**src/rtl/div_unit.sv**
```systemverilog
`default_nettype none
// ============================================================================
// Module   : div_unit
// Brief    : Iterative radix-2 restoring divide/remainder unit for the RV32M
//            DIV, DIVU, REM and REMU operations. It stalls the pipeline with
//            oBusy and pulses oReady for one cycle when oResult is valid.
// Revision : 1.0 - initial release
// ============================================================================
module div_unit #(
    parameter int         DATA_WIDTH = 32,
    parameter int         CNT_WIDTH  = 6,
    parameter logic [4:0] OPDIV      = 5'b01100,
    parameter logic [4:0] OPDIVU     = 5'b01101,
    parameter logic [4:0] OPREM      = 5'b01110,
    parameter logic [4:0] OPREMU     = 5'b01111
) (
    input  logic                  iCLK,
    input  logic                  iRST,
    input  logic                  iStart,
    input  logic                  iFlush,
    input  logic [4:0]            iControlSignal,
    input  logic [DATA_WIDTH-1:0] iA,
    input  logic [DATA_WIDTH-1:0] iB,
    output logic [DATA_WIDTH-1:0] oResult,
    output logic                  oBusy,
    output logic                  oReady
);

    typedef enum logic [1:0] {
        S_IDLE = 2'd0,
        S_CALC = 2'd1,
        S_FIX  = 2'd2,
        S_DONE = 2'd3
    } state_t;

    localparam logic [DATA_WIDTH-1:0] c_ONES = {DATA_WIDTH{1'b1}};
    localparam logic [DATA_WIDTH-1:0] c_MIN  = {1'b1, {(DATA_WIDTH-1){1'b0}}};
    localparam logic [CNT_WIDTH-1:0]  c_LAST = CNT_WIDTH'(DATA_WIDTH - 1);

    state_t                r_state_q,   w_state_d;
    logic [DATA_WIDTH-1:0] r_quo_q,     w_quo_d;
    logic [DATA_WIDTH-1:0] r_rem_q,     w_rem_d;
    logic [DATA_WIDTH-1:0] r_dvsr_q,    w_dvsr_d;
    logic [DATA_WIDTH-1:0] r_spec_q,    w_spec_d;
    logic [DATA_WIDTH-1:0] r_result_q,  w_result_d;
    logic [CNT_WIDTH-1:0]  r_cnt_q,     w_cnt_d;
    logic                  r_is_rem_q,  w_is_rem_d;
    logic                  r_neg_quo_q, w_neg_quo_d;
    logic                  r_neg_rem_q, w_neg_rem_d;
    logic                  r_special_q, w_special_d;

    // Operation decode and operand preparation at the acceptance point
    logic                  w_is_div_op;
    logic                  w_signed_op;
    logic                  w_rem_op;
    logic                  w_a_neg;
    logic                  w_b_neg;
    logic [DATA_WIDTH-1:0] w_a_mag;
    logic [DATA_WIDTH-1:0] w_b_mag;
    logic                  w_div_zero;
    logic                  w_overflow;
    logic [DATA_WIDTH-1:0] w_spec_val;
    logic                  w_accept;

    // Iteration and sign-fix datapath
    logic [DATA_WIDTH+1:0] w_trial;
    logic                  w_trial_neg;
    logic [DATA_WIDTH-1:0] w_quo_fix;
    logic [DATA_WIDTH-1:0] w_rem_fix;

    // Decode the request and precompute magnitudes and special-case results
    always_comb begin
        w_is_div_op = (iControlSignal == OPDIV)  || (iControlSignal == OPDIVU) ||
                      (iControlSignal == OPREM)  || (iControlSignal == OPREMU);
        w_signed_op = (iControlSignal == OPDIV)  || (iControlSignal == OPREM);
        w_rem_op    = (iControlSignal == OPREM)  || (iControlSignal == OPREMU);
        w_a_neg     = w_signed_op && iA[DATA_WIDTH-1];
        w_b_neg     = w_signed_op && iB[DATA_WIDTH-1];
        w_a_mag     = w_a_neg ? (~iA + 1'b1) : iA;
        w_b_mag     = w_b_neg ? (~iB + 1'b1) : iB;
        w_div_zero  = (iB == '0);
        w_overflow  = w_signed_op && (iA == c_MIN) && (iB == c_ONES);
        if (w_div_zero) begin
            w_spec_val = w_rem_op ? iA : c_ONES;
        end else begin
            w_spec_val = w_rem_op ? '0 : c_MIN;
        end
        w_accept    = ((r_state_q == S_IDLE) || (r_state_q == S_DONE)) &&
                      iStart && !iFlush && w_is_div_op;
    end

    // One restoring step: shift {rem, quo} left and trial-subtract the divisor
    always_comb begin
        w_trial     = {1'b0, r_rem_q, r_quo_q[DATA_WIDTH-1]} - {2'b00, r_dvsr_q};
        w_trial_neg = w_trial[DATA_WIDTH+1];
        w_quo_fix   = r_neg_quo_q ? (~r_quo_q + 1'b1) : r_quo_q;
        w_rem_fix   = r_neg_rem_q ? (~r_rem_q + 1'b1) : r_rem_q;
    end

    // Next-state and datapath control; flush overrides everything else
    always_comb begin
        w_state_d   = r_state_q;
        w_quo_d     = r_quo_q;
        w_rem_d     = r_rem_q;
        w_dvsr_d    = r_dvsr_q;
        w_spec_d    = r_spec_q;
        w_result_d  = r_result_q;
        w_cnt_d     = r_cnt_q;
        w_is_rem_d  = r_is_rem_q;
        w_neg_quo_d = r_neg_quo_q;
        w_neg_rem_d = r_neg_rem_q;
        w_special_d = r_special_q;

        if (iFlush) begin
            w_state_d = S_IDLE;
        end else if (w_accept) begin
            w_quo_d     = w_a_mag;
            w_rem_d     = '0;
            w_dvsr_d    = w_b_mag;
            w_cnt_d     = '0;
            w_is_rem_d  = w_rem_op;
            w_neg_quo_d = w_a_neg ^ w_b_neg;
            w_neg_rem_d = w_a_neg;
            w_special_d = w_div_zero || w_overflow;
            w_spec_d    = w_spec_val;
            w_state_d   = (w_div_zero || w_overflow) ? S_FIX : S_CALC;
        end else begin
            case (r_state_q)
                S_CALC: begin
                    if (w_trial_neg) begin
                        w_rem_d = {r_rem_q[DATA_WIDTH-2:0], r_quo_q[DATA_WIDTH-1]};
                    end else begin
                        w_rem_d = w_trial[DATA_WIDTH-1:0];
                    end
                    w_quo_d = {r_quo_q[DATA_WIDTH-2:0], ~w_trial_neg};
                    w_cnt_d = r_cnt_q + 1'b1;
                    if (r_cnt_q == c_LAST) begin
                        w_state_d = S_FIX;
                    end
                end
                S_FIX: begin
                    if (r_special_q) begin
                        w_result_d = r_spec_q;
                    end else begin
                        w_result_d = r_is_rem_q ? w_rem_fix : w_quo_fix;
                    end
                    w_state_d = S_DONE;
                end
                S_DONE: begin
                    w_state_d = S_IDLE;
                end
                default: begin
                    w_state_d = S_IDLE;
                end
            endcase
        end
    end

    // State and datapath registers with asynchronous clear
    always_ff @(posedge iCLK or posedge iRST) begin
        if (iRST) begin
            r_state_q   <= S_IDLE;
            r_quo_q     <= '0;
            r_rem_q     <= '0;
            r_dvsr_q    <= '0;
            r_spec_q    <= '0;
            r_result_q  <= '0;
            r_cnt_q     <= '0;
            r_is_rem_q  <= 1'b0;
            r_neg_quo_q <= 1'b0;
            r_neg_rem_q <= 1'b0;
            r_special_q <= 1'b0;
        end else begin
            r_state_q   <= w_state_d;
            r_quo_q     <= w_quo_d;
            r_rem_q     <= w_rem_d;
            r_dvsr_q    <= w_dvsr_d;
            r_spec_q    <= w_spec_d;
            r_result_q  <= w_result_d;
            r_cnt_q     <= w_cnt_d;
            r_is_rem_q  <= w_is_rem_d;
            r_neg_quo_q <= w_neg_quo_d;
            r_neg_rem_q <= w_neg_rem_d;
            r_special_q <= w_special_d;
        end
    end

    // Status outputs decode directly from state so reset clears them at once
    always_comb begin
        oResult = r_result_q;
        oBusy   = (r_state_q == S_CALC) || (r_state_q == S_FIX);
        oReady  = (r_state_q == S_DONE);
    end

endmodule
`default_nettype wire

```
**config.mk**
```make
export PLATFORM = sky130hd
export DESIGN_NAME = div_unit
export DESIGN_NICKNAME = d
export VERILOG_FILES = /design/src/rtl/div_unit.sv
export SDC_FILE = /design/constraint.sdc
export NUM_CORES = 1
export LEC_CHECK = 0
export ABC_CLOCK_PERIOD_IN_PS = 17200
export CAP_MARGIN = 10
export CELL_PAD_IN_SITES_DETAIL_PLACEMENT = 0
export CELL_PAD_IN_SITES_GLOBAL_PLACEMENT = 2
export CORE_ASPECT_RATIO = 1.5
export CORE_MARGIN = 5
export CORE_UTILIZATION = 38
export CTS_CLUSTER_SIZE = 10
export DETAILED_ROUTE_END_ITERATION = 10
export PLACE_DENSITY = 0.92
export SKIP_LAST_GASP = 1
export SLEW_MARGIN = 20
export SYNTH_ARGS = -nofsm -noshare
export SYNTH_HDL_FRONTEND = slang
export SYNTH_SLANG_ARGS = --single-unit
```
**constraint.sdc**
```tcl
create_clock -name iCLK -period 17.2 [get_ports iCLK]
set_input_delay 3.44 -clock iCLK [delete_from_list [all_inputs] [get_ports iCLK]]
set_output_delay 3.44 -clock iCLK [all_outputs]
set_load 0.1 [all_outputs]
```
======== After elaboration in Yosys (flattened, before gate mapping) ========
Index checks and enable logic that the tools add are counted.
storage, ports and cells
  output and inout bits ................... 34
  bits in registers ....................... 172
  logic and storage cells ................. 79
cells by class
  equal/unequal tests ..................... 11
  bitwise gates (word level) .............. 8
  add/subtract/negate cells ............... 6
  mux-type cells .......................... 21
  reductions and logical operators ........ 22
operators by type and width
  kind                                                                   count
  32-bit 2-to-1 mux                                                      14
  32-bit by 1-bit adder with 32-bit output, second input constant        4
  32-bit NOT                                                             4
  32-bit equality test, second input constant                            2
  33-bit by 32-bit subtractor with 34-bit output                         1
  32-bit zero test                                                       1
  5-bit by 4-bit equality test with 1-bit output, second input constant  4
  6-bit 2-to-1 mux                                                       2
  1-bit logical OR                                                       8
  2-bit 2-to-1 mux                                                       4
  1-bit logical AND                                                      7
  6-bit by 1-bit adder with 6-bit output, second input constant          1
  6-bit by 5-bit equality test with 1-bit output, second input constant  1
  2-bit equality test, second input constant                             2
  4-bit != test, second input constant                                   1
  2-bit one-hot mux with 2 select lines                                  1
  2-bit AND reduction                                                    2
  1-bit NOT                                                              3
  3-bit AND reduction                                                    1
  2-bit by 1-bit equality test with 1-bit output, second input constant  1
  2-bit zero test                                                        1
  2-bit nonzero test                                                     1
  1-bit zero test                                                        1
  1-bit XOR                                                              1

======== Depth between registers and ports, before layout ========
Gate-level depths: netlist (run 1).
  word-level depth ........................ 8
  depth in mapped cells ................... 13
  mapped depth without buffers ............ 12

======== Worst setup path before layout (run 1) ========
OpenSTA, ideal clock, no wires.
  path type ............................... input to register
  start point ............................. input iB[2]
  end point ............................... register r_spec_q[10]
  library setup time ...................... 0.092 ns
  slack ................................... 11.281 ns
  required time ........................... 17.108 ns
  arrival ................................. 5.827 ns
  stages on the path ...................... 9
  cell sequence ........................... or3_4 > or3b_4 > or4_4 > nor3_4 > nand3_2 > or4_1 > buf_2 > buf_6 > o31ai_2
on the way
  word-level cells in the longest chain between the ends .. 2
RTL lines
  what                  line  source
  from (decl)           23    input logic [DATA_WIDTH-1:0] iB,
  32-bit zero test      81    w_div_zero = (iB == '0);
  32-bit 2-to-1 mux     83    if (w_div_zero) begin
  to (signal assigned)  178   r_spec_q <= w_spec_d;
  to (decl)             44    logic [DATA_WIDTH-1:0] r_spec_q, w_spec_d;
No other way between the ends.
A chain may end at the register's enable or synchronous reset.

======== Final worst setup path (run 1) ========
  start point ............................. input iB[2]
  end point ............................... register r_spec_q[1]
Same word-level chain as after synthesis.

==> results.md, run 1 <==
* Sequential share of the synthesized area at 0.3487
* Rows at 80
* Die width at 157.2 microns
* Fin cells at 1,997
* First-pass iteration count of the detailed router at 7
* Element type at the critical path end: flip-flop
* Detailed-route via count at 10,820
* P_leak at 5.814 nW
* Drt initial violations at 488
* Cts hold-fix bufs at 0
* Share of post-route cells with drive strength above 1 at 0.05860
* Outcome: finished, final reports clean
* Post-DP HPWL at 25,170 microns
* Worst Skew at 0.008066 ns
* Most frequent CP cell: nand2_1
* Setup TNS at 0 ns
* Util after Layout at 0.4468
* Fin. max-slew vios at 0
* Global Route Usage Sum at 0.1877
* Inserted Diodes at 0
* CTS sink count at 172
* Yosys reg bits at 172
* CP top delay family: simple AND/OR/NAND/NOR gates
* Global-route wire length before repair at 55,040 microns
* Die H at 230.7 microns
* CTS tree: built
* Post-CTS setup buffers at 0
* Req. time, crit path at 17.59 ns
* Post-layout net count at 1,690
* Synth Flop Type: dfrtp_1
* Final Hold Vio Count at 0
* Syn Inst Count at 1,532
* Post-synth ARST share at 1.000
* Layout area overhead at 15.59%
* Number of global-route vias before repair at 10,550
* CTS clk-pin slew, worst paths at 0.07 ns
* Hold WS at 0.4672 ns
* Number of distinct library cells after synthesis at 71
* Gr ovfl total at 0
* CP startpoint kind: input port
* Worst min path class: flip-flop to flip-flop
* Crit share post-route at 0.3960
* Total Wirelength at 33,840 microns
* Delay of the slowest critical-path stage at 1.06 ns
* DR DRC count at 0
* Largest net degree at the start of global routing at 99
* Die footprint at 36,260 sq um
* CTS Buf Count at 17
* Via/cell ratio at 5.417
* Final RePlAce weighted congestion at 0.8390
* Max_cap viols at 0
* CP max FO at 31
* Clk root buf: clkbuf_16
* Post-synth EDFFs at 0
* Max H-tree Level at 4
* Commonest non-fill, non-tap cells in the layout: 274 x nand2_1, 172 x dfrtp_1, 136 x o21ai_0
* Maximum vdd ir drop at 0.06941 mV
* Worst-Skew Late Latency at 0.45 ns
* Mapped Nets at 1,648
* Syn_area_per_cell at 8.057 sq um
* Routed len/inst at 16.94 microns
* Post-cts repair resize count at 0
* Boundary Pins at 107
* Final min period at 6.811 ns
* F_max at 0.1468 GHz
* PwrDens at 182.6 nW/um^2
* RSZ-0062 raised after global routing: no
* Slew headroom at 0.2949
* Setup violators final at 0
* CP bufs+invs at 1
* Crit-path cells: clkdlybuf4s50_1 > or3_4 > or3b_4 > or4_4 > nor3_4 > nand3_2 > or4_2 > a21oi_1 > nand2_1 > nand2_1
* Mapped Area at 12,340 sq um
* Slew @ Worst Pin at 1.048 ns
* Most common cell after layout, fill and taps aside: nand2_1
* CP Class: input port to flip-flop
* Synth warnings at 0
* CP arrival at 7.20 ns
* Antenna violations before repair at 0
* Clk buf depth at 2
* CP max stage cell: or4_2
* ANT nets after route at 0
* Port Buffer Count at 106
* Initial Utilization at 0.3866
* Core box area at 31,930 sq um
* Overall power at 2.605 mW
* Placed Instances at 1,965
## report_power, final
group | switching [mW] | internal (mW) | total (mW)
combinational | 0.915 | 0.539 | 1.45
sequential | 0.178 | 0.537 | 0.716
clock | 0.172 | 0.263 | 0.435
## sequential cells by signal, summed over array words and instances (netlist names)
signal / count
oResult: 32
r_is_rem_q: 1
r_neg_quo_q: 1
r_spec_q: 32
r_dvsr_q: 32
r_state_q: 2
r_rem_q: 32
r_cnt_q: 6
r_quo_q: 32
r_neg_rem_q: 1
r_special_q: 1
## worst paths after layout
| kind | startpoint | endpoint | slack (ns) | depth (start not counted) |
|---|---|---|---|---|
| worst max-delay path | iB[2] | r_spec_q[1]$_DFFE_PP0P_ | 10.39 | 10 |
| max in group asynchronous | iRST | r_quo_q[30]$_DFFE_PP0P_ | 12.45 | 3 |
| min in group asynchronous | iRST | oResult[2]$_DFFE_PP0P_ | 3.54 | 2 |
| worst min register to register | r_spec_q[0]$_DFFE_PP0P_ | r_spec_q[0]$_DFFE_PP0P_ | 0.47 | 2 |
| worst min-delay path | r_spec_q[0]$_DFFE_PP0P_ | r_spec_q[0]$_DFFE_PP0P_ | 0.47 | 2 |
| worst max register to register | r_quo_q[31]$_DFFE_PP0P_ | r_rem_q[14]$_DFFE_PP0P_ | 13.30 | 11 |
## worst reg2reg max path: stages (launching register included)
cell       delay [ns]
dfrtp_1          0.42
inv_1            0.22
ha_1             0.25
nor2b_1          0.08
o31a_1           0.29
o221a_2          0.29
o21ai_1          0.24
o2111ai_1        0.27
a41oi_1          0.72
o31a_2           0.66
or3_1            0.22
a31oi_1          0.08
## kinds of logic after synthesis
group,count (synthesis),synth area share
compound gates,438,0.2332
xor+xnor,146,0.1036
simple gates,571,0.2121
flops,172,0.3487
mux,5,0.004055
fa+ha+maj,43,0.04420
buf+inv,157,0.05413
## layout make-up
| cell class | instances | area [sq um] |
|---|---|---|
| clock inverters | 13 | 215.2 |
| multi-input cells | 1203 | 7405 |
| clock buffers | 19 | 442.9 |
| fillers | 3234 | 17660 |
| flip-flops and latches | 172 | 4304 |
| inverters | 62 | 237.7 |
| repair buffers | 118 | 1150 |
| well taps | 410 | 513.0 |
## stage by stage
stage	area, sq um	setup WS [ns]
6_report	14270	10.39
5_1_grt	14270	10.28
4_1_cts	14270	10.40
3_5_place_dp	13610	9.928
3_3_place_gp	13610	9.953
2_1_floorplan	12340	9.100
## per-layer routing
metal	wire [microns]	GRT usage
met1	14570	0.2313
met2	17420	0.3352
met3	1027	0.02436
met4	826	0.06349
met5	0	0
## synthesized netlist by cell type (3+ instances only)
master	number	area share
or3_1	23	0.012
nand3b_1	4	0.0024
and3_1	5	0.0025
nor4_1	15	0.0076
xor2_1	57	0.040
o221ai_1	3	0.0021
o31ai_1	25	0.015
ha_1	42	0.043
mux2i_1	5	0.0041
o41ai_1	18	0.013
o31ai_2	30	0.030
nand2b_1	18	0.0091
o21ai_0	136	0.055
dfrtp_1	172	0.35
xnor2_1	89	0.063
a21oi_1	80	0.032
a31oi_1	65	0.033
nor2_1	117	0.036
o31a_1	4	0.0028
a211oi_1	26	0.016
buf_6	9	0.0082
and2b_1	9	0.0055
nand3_1	11	0.0045
buf_1	5	0.0015
o21a_1	9	0.0055
inv_1	62	0.019
o22ai_1	4	0.0020
o21bai_1	4	0.0024
or4_1	13	0.0079
clkbuf_1	75	0.023
nor3_1	26	0.011
a21o_1	5	0.0030
buf_2	5	0.0020
a41oi_1	5	0.0035
nor2b_1	24	0.012
nand2_1	274	0.083
nand4_1	13	0.0066
and2_1	6	0.0030
No activity file was read; power rests on OpenSTA's default activity.
==> inputs of run 2 (changes only) <==
Settings changed: ABC_CLOCK_PERIOD_IN_PS 17200 to 5600, CORE_UTILIZATION 38 to 32, PLACE_DENSITY 0.92 to 0.83.
Clock period 17.2 ns to 5.6 ns, I/O delays scaled along.
==> results.md, run 2 (synthesis results as in run 1) <==
* Post-DP HPWL at 26,200 microns
* PwrDens at 552.6 nW/um^2
* RSZ-0062 raised after global routing: no
* CTS Buf Count at 17
* Largest net degree at the start of global routing at 187
* Post-layout net count at 1,694
* First-pass iteration count of the detailed router at 5
* CP max FO at 31
* CTS sink count at 172
* Global-route wire length before repair at 59,050 microns
* ANT nets after route at 0
* Initial Utilization at 0.3221
* Share of post-route cells with drive strength above 1 at 0.06223
* Element type at the critical path end: flip-flop
* Total Wirelength at 35,890 microns
* Die width at 170.4 microns
* Gr ovfl total at 0
* Setup violators final at 0
* Layout area overhead at 16.65%
* Final min period at 4.184 ns
* DR DRC count at 0
* Clk buf depth at 2
* Detailed-route via count at 10,790
* Most frequent CP cell: nand2_1
* Crit path from: iB[2]
* Overall power at 7.956 mW
* Cts hold-fix bufs at 0
* Fin. max-slew vios at 0
* CP Class: input port to flip-flop
* Drt initial violations at 542
* Max_cap viols at 0
* Fin worst setup slack at 1.416 ns
* CP max stage cell: or4_2
* Final RePlAce weighted congestion at 0.8328
* Die footprint at 42,680 sq um
* Placed Instances at 2,053
* Post-CTS setup buffers at 0
* Boundary Pins at 107
* CTS tree: built
* Critical R2R Launch: r_quo_q[31]$_DFFE_PP0P_
* Dpl ws at 0.8352 ns
* Instance area at placement at 13,760 sq um
* CP top delay family: simple AND/OR/NAND/NOR gates
* Worst Skew at 0.008473 ns
* Routed len/inst at 17.20 microns
* Global Route Usage Sum at 0.1708
* Fin cells at 2,086
* Delay of the slowest critical-path stage at 0.57 ns
* Via/cell ratio at 5.174
* Worst-Skew Late Latency at 0.46 ns
* CTS clk-pin slew, worst paths at 0.07 ns
* Slew @ Worst Pin at 1.052 ns
* Rows at 88
* Worst min path class: flip-flop to flip-flop
* Most common cell after layout, fill and taps aside: nand2_1
* Max H-tree Level at 4
* CP bufs+invs at 2
* Hold WS at 0.4731 ns
* Finished layout cell area at 14,400 sq um
* P_leak at 5.832 nW
* Outcome: finished, final reports clean
* Maximum vdd ir drop at 0.3415 mV
* Crit-path cells: clkdlybuf4s50_1 > or3_4 > or3b_4 > or4_4 > nor3_4 > nand3_2 > or4_2 > buf_4 > a21oi_1 > nand2_1 > nand2_1
* Setup TNS at 0 ns
* Core box area at 38,320 sq um
* Slew headroom at 0.2922
* Crit share post-route at 0.7471
* Die H at 250.5 microns
* Number of global-route vias before repair at 10,900
* Port Buffer Count at 106
* Final Hold Vio Count at 0
* Post-cts repair resize count at 0
* CP arrival at 4.58 ns
* Clk root buf: clkbuf_16
* Inserted Diodes at 0
* Antenna violations before repair at 0
* Req. time, crit path at 5.99 ns
* CP startpoint kind: input port
* Util after Layout at 0.3758
* F_max at 0.2390 GHz
* Commonest non-fill, non-tap cells in the layout: 274 x nand2_1, 171 x dfrtp_1, 136 x o21ai_0
* Hold path start: r_spec_q[0]$_DFFE_PP0P_
[run 2: worst paths after layout]
check                           cells past startpoint                 endpoint  slack [ns]
worst max-delay path                               11  r_spec_q[1]$_DFFE_PP0P_        1.42
worst min-delay path                                2  r_spec_q[0]$_DFFE_PP0P_        0.47
worst max register to register                     12   r_rem_q[7]$_DFFE_PP0P_        1.73
worst min register to register                      2  r_spec_q[0]$_DFFE_PP0P_        0.47
max in group asynchronous                           4  r_special_q$_DFFE_PP0P_        3.61
min in group asynchronous                           3   oResult[2]$_DFFE_PP0P_        1.09
[run 2: worst reg2reg max path: stages, from the launching register on]
cell	delay, ns
dfrtp_1	0.44
inv_1	0.17
ha_1	0.27
nor2b_1	0.17
o31a_1	0.21
o221a_2	0.24
o21ai_1	0.13
o2111ai_1	0.40
a41oi_1	0.42
o31ai_4	0.73
buf_4	0.34
nand3_1	0.10
a31oi_1	0.17
[run 2: where the power goes]
group | internal (mW) | switching, mW
clock network | 0.715 | 0.549
registers | 1.65 | 0.541
logic | 1.67 | 2.84
total | 4.03 | 3.93
[run 2: cell type report]
class / count / area [sq um]
clock inverter: 14 / 167.7
timing repair buffer: 122 / 1221
tap: 495 / 619.3
multi-input combinational: 1203 / 7410
sequential: 172 / 4305
fill: 4013 / 23920
clock buffer: 18 / 439.2
inverter: 62 / 236.5
[run 2: layer usage]
metal | vias to the layer above | GRT usage | wire (microns)
met4 | 0 | 0.05091 | 714
li1 | 5487 | - | -
met2 | 168 | 0.3020 | 18330
met1 | 5095 | 0.2154 | 15920
met3 | 42 | 0.02210 | 915
met5 | - | 0 | 0
